--- config.mk ---
export PLATFORM = sky130hd
export DESIGN_NAME = conv_seq
export DESIGN_NICKNAME = d
export VERILOG_FILES = /design/src/rtl/conv_seq_pkg.sv /design/src/rtl/conv_done_collector.sv /design/src/rtl/conv_seq.sv
export SDC_FILE = /design/constraint.sdc
export NUM_CORES = 1
export LEC_CHECK = 0
export ABC_AREA = 0
export BUFFER_PORTS_ARGS = -buffer_cell sky130_fd_sc_hd__clkbuf_2
export CAP_MARGIN = 40
export CORE_ASPECT_RATIO = 0.7
export CORE_MARGIN = 2
export CORE_UTILIZATION = 30
export CTS_CLUSTER_SIZE = 30
export DETAILED_ROUTE_END_ITERATION = 6
export GPL_ROUTABILITY_DRIVEN = 1
export PLACE_DENSITY_LB_ADDON = 0.12
export SETUP_SLACK_MARGIN = 0.02
export SLEW_MARGIN = 10
export SYNTH_ARGS = -nofsm -noshare
export SYNTH_HDL_FRONTEND = slang
export SYNTH_HIERARCHICAL = 1
export SYNTH_SLANG_ARGS = --single-unit
--- constraint.sdc ---
create_clock -name clk -period 1.35 [get_ports clk]
set_input_delay 0.2025 -clock clk [delete_from_list [all_inputs] [get_ports clk]]
set_output_delay 0.2025 -clock clk [all_outputs]
set_load 0.01 [all_outputs]
--- src/rtl/conv_seq_pkg.sv ---
// Shared types and helpers for the multi-layer convolution sequencer.
package conv_seq_pkg;

    typedef enum logic [2:0] {
        S_IDLE,
        S_MEM_START,
        S_MEM_WAIT,
        S_PE_START,
        S_PE_WAIT,
        S_DONE
    } state_e;

    function automatic int calc_lw(input int max_layers);
        return $clog2(max_layers + 1);
    endfunction

endpackage

--- src/rtl/conv_done_collector.sv ---
// Sticky OR collector for per-channel done pulses; all_done_o also sees
// the current-cycle inputs so the last bit needs no extra cycle.
module conv_done_collector #(
    parameter int NUM_CH = 4
) (
    input  logic              clk,
    input  logic              rst,
    input  logic              clr_i,
    input  logic              cap_i,
    input  logic [NUM_CH-1:0] in_i,
    output logic              all_done_o
);

    logic [NUM_CH-1:0] sticky_q, sticky_d;

    always_comb begin
        sticky_d = sticky_q;
        if (clr_i) begin
            sticky_d = '0;
        end else if (cap_i) begin
            sticky_d = sticky_q | in_i;
        end
    end

    always_ff @(posedge clk or posedge rst) begin
        if (rst) begin
            sticky_q <= '0;
        end else begin
            sticky_q <= sticky_d;
        end
    end

    assign all_done_o = &(sticky_q | in_i);

endmodule

--- src/rtl/conv_seq.sv ---
// Multi-layer load/PE sequencer for the convolution engine.
// Optional datapath watchdog: define CONV_SEQ_WATCHDOG_EN.
//
// state       | meaning
// ------------+---------------------------------------------
// S_IDLE      | waiting for start
// S_MEM_START | one-cycle start_mem strobe
// S_MEM_WAIT  | collecting all channel load-done bits
// S_PE_START  | one-cycle start_pe strobe (done_pe captured)
// S_PE_WAIT   | waiting for PE done
// S_DONE      | one-cycle run-complete strobe
module conv_seq
    import conv_seq_pkg::*;
#(
    parameter  int MAX_LAYERS = 4,
    parameter  int NUM_CH     = 4,
    parameter  int TIMEOUT    = 1024,
    localparam int LW         = calc_lw(MAX_LAYERS)
) (
    input  logic              clk,
    input  logic              rst,
    input  logic              start,
    input  logic [LW-1:0]     num_layers,
    input  logic [NUM_CH-1:0] done_mem,
    input  logic              done_pe,
    output logic              start_mem,
    output logic              start_pe,
    output logic [LW-1:0]     layer,
    output logic              busy,
    output logic              done,
    output logic              err
);

    state_e          state_q, state_d;
    logic [LW-1:0]   layer_q, layer_d;
    logic [LW-1:0]   n_q, n_d, n_lim;
    logic            pe_seen_q, pe_seen_d;
    logic            pe_hit;
    logic            mem_clr, mem_cap, all_done;
    logic            timeout;

    assign n_lim  = (num_layers > LW'(MAX_LAYERS)) ? LW'(MAX_LAYERS) : num_layers;
    assign pe_hit = done_pe | pe_seen_q;

    conv_done_collector #(.NUM_CH(NUM_CH)) u_collect (
        .clk        (clk),
        .rst        (rst),
        .clr_i      (mem_clr),
        .cap_i      (mem_cap),
        .in_i       (done_mem),
        .all_done_o (all_done)
    );

    always_comb begin
        state_d   = state_q;
        layer_d   = layer_q;
        n_d       = n_q;
        pe_seen_d = pe_seen_q;
        mem_clr   = 1'b0;
        mem_cap   = 1'b0;
        case (state_q)
            S_IDLE: begin
                if (start) begin
                    n_d     = n_lim;
                    layer_d = '0;
                    state_d = (n_lim == '0) ? S_DONE : S_MEM_START;
                end
            end
            S_MEM_START: begin
                mem_cap = 1'b1;
                state_d = S_MEM_WAIT;
            end
            S_MEM_WAIT: begin
                mem_cap = 1'b1;
                if (all_done) begin
                    mem_clr = 1'b1;
                    state_d = S_PE_START;
                end else if (timeout) begin
                    mem_clr = 1'b1;
                    state_d = S_DONE;
                end
            end
            S_PE_START: begin
                pe_seen_d = done_pe;
                state_d   = S_PE_WAIT;
            end
            S_PE_WAIT: begin
                if (pe_hit) begin
                    pe_seen_d = 1'b0;
                    if (layer_q == n_q - LW'(1)) begin
                        state_d = S_DONE;
                    end else begin
                        layer_d = layer_q + LW'(1);
                        state_d = S_MEM_START;
                    end
                end else if (timeout) begin
                    state_d = S_DONE;
                end
            end
            S_DONE: begin
                state_d = S_IDLE;
            end
            default: begin
                state_d = S_IDLE;
            end
        endcase
    end

    always_ff @(posedge clk or posedge rst) begin
        if (rst) begin
            state_q   <= S_IDLE;
            layer_q   <= '0;
            n_q       <= '0;
            pe_seen_q <= 1'b0;
        end else begin
            state_q   <= state_d;
            layer_q   <= layer_d;
            n_q       <= n_d;
            pe_seen_q <= pe_seen_d;
        end
    end

`ifdef CONV_SEQ_WATCHDOG_EN
    localparam int WDW = $clog2(TIMEOUT + 1);

    logic [WDW-1:0] wd_q, wd_d;
    logic           err_q, err_d;
    logic           waiting;

    assign waiting = (state_q == S_MEM_WAIT) || (state_q == S_PE_WAIT);
    // Fires in the last permitted wait cycle, so DONE lands TIMEOUT cycles after entry.
    assign timeout = waiting && (wd_q == WDW'(TIMEOUT - 1));

    always_comb begin
        wd_d = '0;
        if (waiting && (state_d == state_q)) begin
            wd_d = wd_q + WDW'(1);
        end
        err_d = err_q;
        if ((state_q == S_IDLE) && start) begin
            err_d = 1'b0;
        end else if (timeout && (state_d == S_DONE) && !((state_q == S_PE_WAIT) && pe_hit)) begin
            err_d = 1'b1;
        end
    end

    always_ff @(posedge clk or posedge rst) begin
        if (rst) begin
            wd_q  <= '0;
            err_q <= 1'b0;
        end else begin
            wd_q  <= wd_d;
            err_q <= err_d;
        end
    end

    assign err = err_q;
`else
    logic unused_timeout_cfg;
    assign unused_timeout_cfg = (TIMEOUT > 0);
    assign timeout            = 1'b0;
    assign err                = 1'b0;
`endif

    assign start_mem = (state_q == S_MEM_START);
    assign start_pe  = (state_q == S_PE_START);
    assign done      = (state_q == S_DONE);
    assign busy      = (state_q != S_IDLE);
    assign layer     = layer_q;

endmodule

# [After elaboration in Yosys (flattened, before gate mapping)]
# Index checks and enable logic that the tools add are counted.
[op_classes] magnitude_cmp=1 add_sub_neg=2 n_eq_ne=10 n_mux=18 bitwise=2 n_reduce_logical=12
[op_table] cell="two-way mux 3 bit" n=9
[op_table] cell="one-hot mux 3 bit (5 select lines)" n=1
[op_table] cell="two-way mux 4 bit" n=2
[op_table] cell="inequality test 2 bit (second input constant)" n=4
[op_table] cell="AND reduction 4 bit" n=2
[op_table] cell="equality test 3 x 2 -> 1 bit (second input constant)" n=2
[op_table] cell="equality test 3 bit (second input constant)" n=2
[op_table] cell="zero test 3 bit" n=2
[op_table] cell="one-hot mux 3 bit (2 select lines)" n=1
[op_table] cell="nonzero test 2 bit" n=3
[op_table] cell="two-way mux 1 bit" n=4
[op_table] cell="OR 4 bit" n=1
[op_table] cell="AND reduction 2 bit" n=2
[op_table] cell="adder 3 x 1 -> 3 bit (second input constant)" n=1
[op_table] cell="equality test 3 x 1 -> 1 bit (second input constant)" n=1
[op_table] cell="equality test 3 bit" n=1
[op_table] cell="> comparator 3 bit (second input constant)" n=1
[op_table] cell="AND reduction 3 bit" n=1
[op_table] cell="nonzero test 3 bit" n=1
[op_table] cell="subtractor 3 x 1 -> 3 bit (second input constant)" n=1
[op_table] cell="one-hot mux 1 bit (2 select lines)" n=1
[op_table] cell="OR reduction 2 bit" n=1
[op_table] cell="OR 1 bit" n=1
[totals] in_bits=11 wordCells=50 ff_bits=14 out_inout_bits=8

# [Longest topological paths before layout]
[logic_depth] depth_word=6 mapped_depth=6 depth_no_buf=6

# [Cells and area by module]
# Netlist, hierarchy kept.
[modules_own_cells] mod="conv_seq" cells_per_inst=68 n_inst=1 seq_area_each_um2=250.2 area_each_um2=676.9
[modules_own_cells] mod="conv_done_collector" cells_per_inst=16 n_inst=1 seq_area_each_um2=100.1 area_each_um2=155.1

# [Worst setup path before layout]
# No wires, ideal clock.
[synth_timing] path_type="reg2reg" from="reg state_q[1]" to="reg n_q[2]" setup_time_ns=0.125 period_less_slack_ns=1.479 arrival_time_ns=1.354 path_buffers=1 path_stages_with_launch=5 required_ns=1.225 setup_slack_ns=-0.129 cell_sequence="dfrtp_1 > buf_6 > or3_4 > nor2_4 > mux2_2"
[synth_between] elab_chain_cells=2
[synth_rtl] element="start: declaration" line_no="conv_seq.sv:34" source="state_e state_q, state_d;"
[synth_rtl] element="start signal: assignment" line_no="conv_seq.sv:116" source="state_q <= state_d;"
[synth_rtl] element="zero test 3 bit" line_no="conv_seq.sv:61" source="case (state_q)"
[synth_rtl] element="AND reduction 2 bit (no line)"
[synth_rtl] element="end signal: assignment" line_no="conv_seq.sv:118" source="n_q <= n_d;"
[synth_rtl] element="end: declaration" line_no="conv_seq.sv:36" source="logic [LW-1:0] n_q, n_d, n_lim;"
# Every way passes these cells.
# A chain may end at the register's enable or synchronous reset.

# [Final worst setup path]
[layout_timing] from="reg state_q[2]" to="out busy"
[layout_between] elab_chain_cells=1
[layout_rtl] element="nonzero test 3 bit" line_no="conv_seq.sv:168" source="assign busy = (state_q != S_IDLE);"
[layout_rtl] element="end: declaration" line_no="conv_seq.sv:29" source="output logic busy,"
# Every way passes these cells.

==> impl_metrics.tcl <==
set metrics [dict create \
    outcome "complete, but fails checks" \
    violations "setup timing" \
    die_h_um 48.06 \
    min_path_type "in2reg" \
    cp-end-kind "primary output" \
    coreArea_sq_um 2552 \
    critPathKind "reg2out" \
    h-tree-depth 1 \
    finalSetupViolations 10 \
    reg2regPathDepth 4 \
    diodes 0 \
    grt_antenna_before_repair 0 \
    syn_to_final_growth_pct 47.52 \
    cellLeakagePower_nw 0.5848 \
    synth_top_family_by_area "simple AND/OR/NAND/NOR gates" \
    firstDrtPassIters 4 \
    cts_tree "done" \
    slew_violations 0 \
    grt_first_pass_wirelength_um 2973 \
    grt_overflow 0 \
    chipWidth_um 66.95 \
    clock-sinks 14 \
    cts.path.max_buffers 2 \
    netlist_instances 84 \
    worstPathArrival_ns 1.28 \
    dieArea_sq_um 3217 \
    clock_latency_ns 0.25 \
    ys.flop_type "dfrtp_1" \
    synth_warnings 6 \
    crit_path_max_fanout 3 \
    async_flop_share 1.000 \
    reg2reg_to "n_q[2]$_DFFE_PP0P_" \
    portBuffers 17 \
    cap_violations 0 \
    post-route-period-util 1.101 \
    start_util 0.3260 \
    p_per_area_nw_per_um2 2366 \
    ios 19 \
    synth_xor_area_frac 0.05865 \
    synth_mux_area_frac 0.02556 \
    vias_per_cell 4.608 \
    hold_depth 3 \
    gp_congestion 0.7396 \
    cp-start-kind "register" \
    hp-start "done_mem[1]" \
    synth_area_leaders "dfrtp_1 (42%), nor2_1 (6.8%), a2111oi_4 (3.3%)" \
    fin_setup_tns_ns -0.5685 \
    synth_edf_count 0 \
    via_count 705 \
    synth_adder_area_share 0.03008 \
    timing.rr.start "state_q[2]$_DFFE_PP0P_" \
    clk_pin_slew_ns 0.06 \
    setup_slack_ns -0.1357 \
    power_w 0.002904 \
    critPathRequiredTime_ns 1.15 \
    synth_top_area_share 0.4211 \
    nets 133 \
    grt_max_degree 11 \
    synth_area_per_cell_sq_um 9.905 \
    rows 15 \
    fin_hold_ws_ns 0.2039 \
    grt_usage 0.1374 \
    rsz0062_at_grt "yes" \
    holdPathEnd "u_collect/sticky_q[1]$_DFFE_PP0P_" \
    wl_per_cell_um 12.45 \
    cts-buffers-inserted 3 \
    fmax_ghz 0.6731 \
    seq_area_frac_synth 0.4211 \
    ys_ff_latch 14 \
    drive_above_1_share 0.5210 \
    synth_cell_types 33 \
    synth-simple-area-share 0.2256 \
    remaining_drc_errors 0 \
    synth_nets 97 \
    netlist_area_sq_um 832.0 \
    grt_pass1_vias 620 \
    synth_compound_area_frac 0.1624 \
    synth_top_area_cell "dfrtp_1" \
    drtIter0Drc 22 \
    ff2ff_setup_slack_ns -0.08 \
    wl_um 1905 \
    cts_root_buf "clkbuf_8" \
    dp_hpwl_um 1465 \
    period_needed_ns 1.486 \
    fin_worst_skew_ns 0.001331 \
    peakVddDrop_mv 0.9837 \
    hold_violations 0 \
    ant_nets 0 \
]
[layer usage]
metal	GRT usage	wire length [um]	vias to the layer above
met4	0.07347	40	0
met3	0.04941	77	4
met2	0.1940	835	11
met5	0	0	-
met1	0.1859	951	332
li1	-	-	358
[synth_stat cells, types with 2 or more instances]
| cell type | count |
|---|---|
| nand3b_1 | 3 |
| o21ai_0 | 2 |
| nand2_1 | 2 |
| nand4_1 | 2 |
| dfrtp_1 | 14 |
| buf_4 | 3 |
| ha_1 | 2 |
| nor3b_1 | 2 |
| a21oi_1 | 5 |
| o22ai_1 | 3 |
| xor2_1 | 2 |
| inv_1 | 7 |
| a32o_1 | 2 |
| nand3_1 | 2 |
| nor2_1 | 15 |
[cells by family after synthesis]
| logic type | count (synthesis) |
|---|---|
| adder cells (fa/ha/maj) | 2 |
| buffers and inverters | 11 |
| other | 1 |
| flip-flops | 14 |
| AO/OA/AOI/OAI | 17 |
| multiplexers | 2 |
| AND/OR/NAND/NOR | 33 |
| XOR/XNOR | 4 |
[cell usage in the layout (no fill, tap or decap), types with 2 or more instances in the layout]
cell	n
a21oi_1	5
a32o_1	2
buf_4	14
buf_6	4
clkbuf_2	15
clkbuf_8	4
dfrtp_1	14
inv_1	3
inv_2	4
nand2_1	2
nand3b_1	3
nand4_1	2
nor2_1	11
nor2_2	3
nor2_4	2
nor3b_2	3
o21ai_2	2
o22ai_1	3
[state kept, by name (all words and copies together), names as in the netlist]
name and count:
state_q 3, n_q 3, u_collect/sticky_q 4, layer 3, pe_seen_q 1
[repair_timing]
item	in CTS	in global routing
setup endpoints to repair	11	14
hold endpoints to repair	14	0
gates resized for setup	15	13
pin swaps	3	3
hold buffers	1	0
buffers inserted	5	1
[through the flow]
stage / area, sq um / utilization / worst slack (ns) / std cells
detailed placement: 1013 / 0.3971 / -0.1056 / 142
finish: 1227 / 0.4809 / -0.1357 / 153
floorplan: 840.8 / - / -0.1286 / 84
global placement: 1013 / 0.3971 / -0.07229 / 142
global route: 1227 / 0.4809 / -0.1719 / 153
CTS: 1171 / 0.4588 / -0.1291 / 152
[power breakdown]
group,switching [W],total (W),internal (W)
logic,0.000844,0.00174,0.000899
clock network,0.000156,0.000415,0.000259
registers,0.000147,0.000745,0.000598
total,0.00115,0.00290,0.00176
[layout make-up]
type                            instances  area [sq um]
Inverter                                7         26.28
Multi-Input combinational cell         59         513.0
Timing Repair Buffer                   35         240.2
Fill cell                             254          1325
Clock buffer                            4         55.05
Sequential cell                        14         350.3
Tap cell                               34         42.54
[critical path, cell delays in order, from the launching register on]
cell and delay, ns:
dfrtp_1 0.40, buf_6 0.13, or3_4 0.36, buf_6 0.14
[how the worst max path moves through the flow]
stage / startpoint / end / slack [ns] / cells after the start
after floorplan: state_q[1]$_DFFE_PP0P_ / n_q[2]$_DFFE_PP0P_ / -0.13 / 4
after global placement: state_q[2]$_DFFE_PP0P_ / layer[1]$_DFFE_PP0P_ / -0.07 / 4
after detailed placement: state_q[2]$_DFFE_PP0P_ / layer[1]$_DFFE_PP0P_ / -0.11 / 4
after CTS: state_q[2]$_DFFE_PP0P_ / busy / -0.13 / 3
after global routing: state_q[2]$_DFFE_PP0P_ / busy / -0.17 / 3
final: state_q[2]$_DFFE_PP0P_ / busy / -0.14 / 3
No activity file was read; power rests on OpenSTA's default activity.
